$ cat config.mk
export PLATFORM = sky130hd
export DESIGN_NAME = iter_addsub_feeder
export DESIGN_NICKNAME = d
export VERILOG_FILES = /design/src/rtl/iter_addsub_feeder.sv
export SDC_FILE = /design/constraint.sdc
export NUM_CORES = 1
export LEC_CHECK = 0
export CAP_MARGIN = 20
export CORE_ASPECT_RATIO = 0.5
export CORE_MARGIN = 2
export CORE_UTILIZATION = 30
export CTS_BUF_LIST = sky130_fd_sc_hd__clkbuf_2 sky130_fd_sc_hd__clkbuf_4 sky130_fd_sc_hd__clkbuf_8
export DETAILED_ROUTE_END_ITERATION = 16
export GPL_TIMING_DRIVEN = 0
export PLACE_DENSITY_LB_ADDON = 0.1
export SYNTH_ARGS = -nofsm -noshare
export SYNTH_HDL_FRONTEND = slang
export SYNTH_SLANG_ARGS = --single-unit
$ cat constraint.sdc
create_clock -name clk -period 1.25 [get_ports clk]
set_input_delay 0.25 -clock clk [delete_from_list [all_inputs] [get_ports clk]]
set_output_delay 0.25 -clock clk [all_outputs]
set_load 0.1 [all_outputs]
$ cat src/rtl/iter_addsub_feeder.sv
// ============================================================================
//  Module      : iter_addsub_feeder
//  Description : Parallel-to-serial operand feeder for a bit-serial add/sub
//                stage. Streams A, B and the op select LSB-first, one bit per
//                clock, with first/last framing and back-to-back operation.
//                Optional macro SERIAL_GUARD_BIT_EN appends one sign-extension
//                bit per operation (WIDTH+1 serial bits).
//  Revision    : 1.0 - initial release
// ============================================================================
`default_nettype none

module iter_addsub_feeder #(
    parameter  int WIDTH = 16,
    localparam int IDX_W = $clog2(WIDTH + 1)
) (
    input  logic             clk,
    input  logic             aclr_n,
    input  logic             in_valid,
    output logic             in_ready,
    input  logic [WIDTH-1:0] in_a,
    input  logic [WIDTH-1:0] in_b,
    input  logic             in_sub,
    input  logic             abort,
    output logic             ser_a,
    output logic             ser_b,
    output logic             ser_sub,
    output logic             ser_first,
    output logic             ser_last,
    output logic             ser_valid,
    output logic [IDX_W-1:0] ser_idx
);

`ifdef SERIAL_GUARD_BIT_EN
    localparam int NBITS = WIDTH + 1;
`else
    localparam int NBITS = WIDTH;
`endif
    localparam logic [IDX_W-1:0] LAST_IDX = IDX_W'(NBITS - 1);

    typedef enum logic [0:0] {
        S_IDLE  = 1'b0,
        S_SHIFT = 1'b1
    } state_t;

    state_t             state_q;
    logic [WIDTH-1:0]   sh_a_q;
    logic [WIDTH-1:0]   sh_b_q;
    logic [IDX_W-1:0]   idx_q;
    logic [IDX_W-1:0]   idx_d;
    logic               ser_a_q;
    logic               ser_b_q;
    logic               ser_sub_q;
    logic               ser_first_q;
    logic               ser_last_q;
    logic               ser_valid_q;
    logic               w_accept;

    // Ready only while idle or on the final bit, never under abort or reset.
    assign in_ready = aclr_n & ~abort & ((state_q == S_IDLE) | ser_last_q);
    assign w_accept = in_valid & in_ready;
    assign idx_d    = idx_q + IDX_W'(1);

    // The shift registers hold the bits still to be presented; shifting is
    // arithmetic so the guard bit (if enabled) replicates the operand MSB.
    always_ff @(posedge clk or negedge aclr_n) begin
        if (!aclr_n) begin
            state_q     <= S_IDLE;
            sh_a_q      <= '0;
            sh_b_q      <= '0;
            idx_q       <= '0;
            ser_a_q     <= 1'b0;
            ser_b_q     <= 1'b0;
            ser_sub_q   <= 1'b0;
            ser_first_q <= 1'b0;
            ser_last_q  <= 1'b0;
            ser_valid_q <= 1'b0;
        end else if (!abort && w_accept) begin
            state_q     <= S_SHIFT;
            sh_a_q      <= {in_a[WIDTH-1], in_a[WIDTH-1:1]};
            sh_b_q      <= {in_b[WIDTH-1], in_b[WIDTH-1:1]};
            idx_q       <= '0;
            ser_a_q     <= in_a[0];
            ser_b_q     <= in_b[0];
            ser_sub_q   <= in_sub;
            ser_first_q <= 1'b1;
            ser_last_q  <= 1'b0;
            ser_valid_q <= 1'b1;
        end else if (!abort && state_q == S_SHIFT && !ser_last_q) begin
            sh_a_q      <= {sh_a_q[WIDTH-1], sh_a_q[WIDTH-1:1]};
            sh_b_q      <= {sh_b_q[WIDTH-1], sh_b_q[WIDTH-1:1]};
            idx_q       <= idx_d;
            ser_a_q     <= sh_a_q[0];
            ser_b_q     <= sh_b_q[0];
            ser_first_q <= 1'b0;
            ser_last_q  <= (idx_d == LAST_IDX);
        end else begin
            state_q     <= S_IDLE;
            sh_a_q      <= '0;
            sh_b_q      <= '0;
            idx_q       <= '0;
            ser_a_q     <= 1'b0;
            ser_b_q     <= 1'b0;
            ser_sub_q   <= 1'b0;
            ser_first_q <= 1'b0;
            ser_last_q  <= 1'b0;
            ser_valid_q <= 1'b0;
        end
    end

    assign ser_a     = ser_a_q;
    assign ser_b     = ser_b_q;
    assign ser_sub   = ser_sub_q;
    assign ser_first = ser_first_q;
    assign ser_last  = ser_last_q;
    assign ser_valid = ser_valid_q;
    assign ser_idx   = idx_q;

endmodule

`default_nettype wire

# Word level (Yosys, flattened, before mapping)
# Cells that the tools add are included.
word_totals:
  in_bits: 37
  output_inout_bits: 12
  regBits: 43
  wordCells: 41
classes:
  n_mux: 16
  n_reduce_logical: 5
  addsub: 1
  bitwise: 6
  n_eq_ne: 2
ops:
  columns: ["op", "count"]
  rows:
  - ["$mux W16", 4]
  - ["$mux W1", 10]
  - ["$mux W5", 2]
  - ["$add A5 B1 Y5 const B", 1]
  - ["$eq A5 B4 Y1 const B", 1]
  - ["$and A1 B1 Y1", 3]
  - ["$logic_and A1 B1 Y1", 3]
  - ["$logic_not A1 Y1", 2]
  - ["$ne A2 B2 Y1 const B", 1]
  - ["$not A1 Y1", 2]
  - ["$or A1 B1 Y1", 1]

# Depth between registers and ports, before layout
# Gate-level depths: netlist (run 1).
depth:
  ltp_word: 6
  depth_mapped: 5
  mapped_depth_nobuf: 4

# Worst setup path after synthesis (run 1)
# OpenSTA, ideal clock, no wires.
synth_timing:
  path_type: "flip-flop to output port"
  from: "register ser_last_q, in the netlist ser_last"
  to: "output in_ready"
  required_ns: 1.000
  t_arrival_ns: 3.276
  stages_incl_launch_ff: 3
  setup_slack_ns: -2.276
  n_path_buf: 0
  cell_sequence: "dfrtp_1 -> nor2b_4 -> nor3b_1"
synth_between:
  elab_chain_len: 2
synth_lines:
  columns: ["element", "line", "text"]
  rows:
  - ["from (decl)", "54", "logic ser_last_q;"]
  - ["from (signal assigned)", "95", "ser_last_q <= (idx_d == LAST_IDX);"]
  - ["$or A1 B1 Y1", "59", "assign in_ready = aclr_n & ~abort & ((state_q == S_IDLE) | ser_last_q);"]
  - ["$and A1 B1 Y1", "59", null]
  - ["to (decl)", "19", "output logic in_ready,"]
# Every way passes these cells.

==> reports/summary.txt, run 1 <==
WL/cell = 13.8 µm
status = finished, violations left
vias in the first global route = 1201
gr ovfl total = 0
pwr dens = 1140 nW/µm²
Setup TNS = -7.60 ns
failing checks = negative hold slack, negative setup slack
most common cell in the netlist = dfrtp_1
crit path to = in_ready
Area contributors post-synth = dfrtp_1, a22o_1, a22o_2
WS Path Type = flop to output pin
filler instances = 484
critical path launch point type = flop
die height = 56.4 µm
Mapped Cells = 107
Worst EP arrival = 1.32 ns
Buffers on Ports = 48
core footprint = 5400 µm²
final non-filler cell total = 248
multiplexer area fraction after synthesis = 0%
Nets = 213
clock latency on the worst-skew pair = 0.29 ns
syn_nets = 146
antenna viol nets, final = 0
H-tree Lvls = 2
Worst Path Required = 1.00 ns
Crit path largest cell delay = 0.48 ns
max capacitance violation total = 0
adder-cell area share of the yosys netlist = 1.52%
Reg area = 1090 µm²
worst-path maximum fanout = 3
Setup Skew = 0.00610 ns
largest net degree at the start of global routing = 24
TritonCTS buffer count = 5
total track usage = 12.4%
period utilisation layout = 125%
final hold vios = 20
Slowest cell on crit path = dfrtp_4
dpl ws = -1.16 ns
synth unique cells = 20
Worst Hold Class = primary input to async pin
largest area contributor in the netlist = dfrtp_1
final setup fails = 44
Clk Tree Root Cell = clkbuf_8
antenna violations before repair = 0
Avg Cell Area, Syn = 15.4 µm²
RR Startpoint = ser_valid
Slew @ Worst Pin = 0.540 ns
DR vias/cell = 4.44
Layout area overhead = 60.7%
post-layout minimum cycle time = 1.57 ns
ys flop type = dfrtp_1
Async S/R FF share, synth = 100%
largest family of logic cells by synthesized area = compound AO/OA/AOI/OAI gates
sequential share of the synthesized area = 65.3%
worst r2r dst = sh_a_q[14]
Synth Area in Compound Gates = 19.0%
post-DP HPWL = 2.24 mm
number of cell rows = 19
worst hold slack = -0.0649 ns
peak supply drop = 0.000492 V
CP endpoint kind = output pin
simple-gate share of the synthesized area = 6.53%
Total Die Area = 6140 µm²
Yosys reg bits = 43
DRC = 0
CP Cell Sequence = nor2b_4 > nor3b_4 > buf_12
post-layout util = 49.1%
drt first pass iters = 4
Vias = 1102
Final Slew Violations = 0
initial core utilization = 30.6%
Synth warnings = 0
post-synth top area share = 65.3%
Die Wd = 109 µm
Synth top cells by count = dfrtp_1, a22o_1, a22o_2, buf_2, nor2_1
RSZ-0062 raised after global routing = yes
XOR/XNOR Fraction of Synth Area = 1.59%
clk slew on worst S/H paths = 0.08 ns
Multi-input gate area = 561 µm²
first-pass GRT wire length = 5.75 mm
Worst slew margin = 64.0%
crit path launch = ser_valid
r2r setup slk = -0.28 ns
Synth Cell Area = 1650 µm²
Sink Count = 43
CTS tree = yes
IO Count = 49
RD Place Congestion = 0.675
leak pwr = 1.22 nW
Starting DRT DRC Count = 8
FMAX = 0.638 GHz
post-route setup slack = -0.318 ns
dpl cells = 229
cells on worst reg2reg path = 6
final WL = 3.42 mm
EDFF count, synth = 0
layout cells sized above 1 = 36.0%
CTS Buffer Depth = 2
Inserted Diodes = 0
layer usage:
metal	vias up	wire length (µm)	track usage, %
li1	527	-	-
met1	549	1640	17.6
met2	24	1570	18.7
met3	2	187	4.07
met4	0	21	2.75
met5	-	0	0
cell type report:
class                           instances  area share, %
Timing Repair Buffer                   61           25.8
Clock inverter                          1           1.13
Buffer                                  8           3.92
Tap cell                               73           3.45
Inverter                                1          0.142
Multi-Input combinational cell         54           21.2
Clock buffer                            7           3.16
Sequential cell                        43           41.3
timing repair:
item / 4_1_cts / 5_1_grt
pin swaps: 7 / 5
hold endpoints to repair: 20 / 20
setup buffers: 10 / 4
setup endpoints to repair: 50 / 50
gates resized for setup: 92 / 17
gates cloned: 3 / 0
stage by stage:
stage | cell area [µm²] | hold slack, ns | power, mW
CTS | 2640 | -0.0488 | 3.05
floorplan | 1730 | -0.0456 | 1.67
global placement | 2300 | 0.445 | 1.87
global route | 2650 | -0.0423 | 3.15
finish | 2650 | -0.0649 | 3.01
detailed placement | 2330 | 0.273 | 1.88
layout by cell type (no fill, tap or decap), types with 2 or more instances in the layout:
cell	Yosys	final
buf_4	0	9
dfrtp_1	43	37
a22o_1	29	29
a22o_4	0	6
xor2_1	2	2
clkdlybuf4s50_1	0	34
clkbuf_4	0	2
buf_12	3	9
nor2_2	0	3
dfrtp_2	0	2
nand3_1	2	2
clkbuf_8	0	5
ha_1	2	2
buf_6	1	14
dfrtp_4	0	4
state kept, by name, indices dropped and copies added (netlist names):
name,count
ser_last,1
ser_a,1
ser_first,1
sh_a_q,16
sh_b_q,16
ser_valid,1
ser_b,1
ser_sub,1
ser_idx,5
power breakdown:
part           internal [mW]  switching, mW  total [mW]
sequential              1.43         0.0180        1.45
clock                  0.642          0.457        1.10
combinational          0.251          0.212       0.463
worst min path at each step:
stage	from	to	slack (ns)
after floorplan	aclr_n	ser_a	-0.05
after global placement	sh_a_q[2]	sh_a_q[1]	0.44
after detailed placement	aclr_n	sh_a_q[10]	0.27
after CTS	aclr_n	sh_a_q[10]	-0.05
after global routing	aclr_n	sh_a_q[10]	-0.04
final	aclr_n	sh_a_q[10]	-0.06
kinds of logic (layout without fill, tap and decap cells):
| family | after synthesis | count (layout) |
|---|---|---|
| flip-flops | 43 | 43 |
| AO/OA/AOI/OAI | 35 | 35 |
| AND/OR/NAND/NOR | 14 | 14 |
| buffers and inverters | 10 | 78 |
| XOR/XNOR | 3 | 3 |
| adder cells (fa/ha/maj) | 2 | 2 |
worst max-delay path, delay by kind of cell, from the launching register on:
kind | cells | cell delay [ns]
buffers and inverters | 1 | 0.20
AND/OR/NAND/NOR | 2 | 0.35
flip-flops | 1 | 0.48
No activity file was read; power rests on OpenSTA's default activity.
==> inputs of run 2 (changes only) <==
CAP_MARGIN = unset   (was 20)
==> results of run 2 <==
Final layout, timing and power as in run 1 (identical DEF).
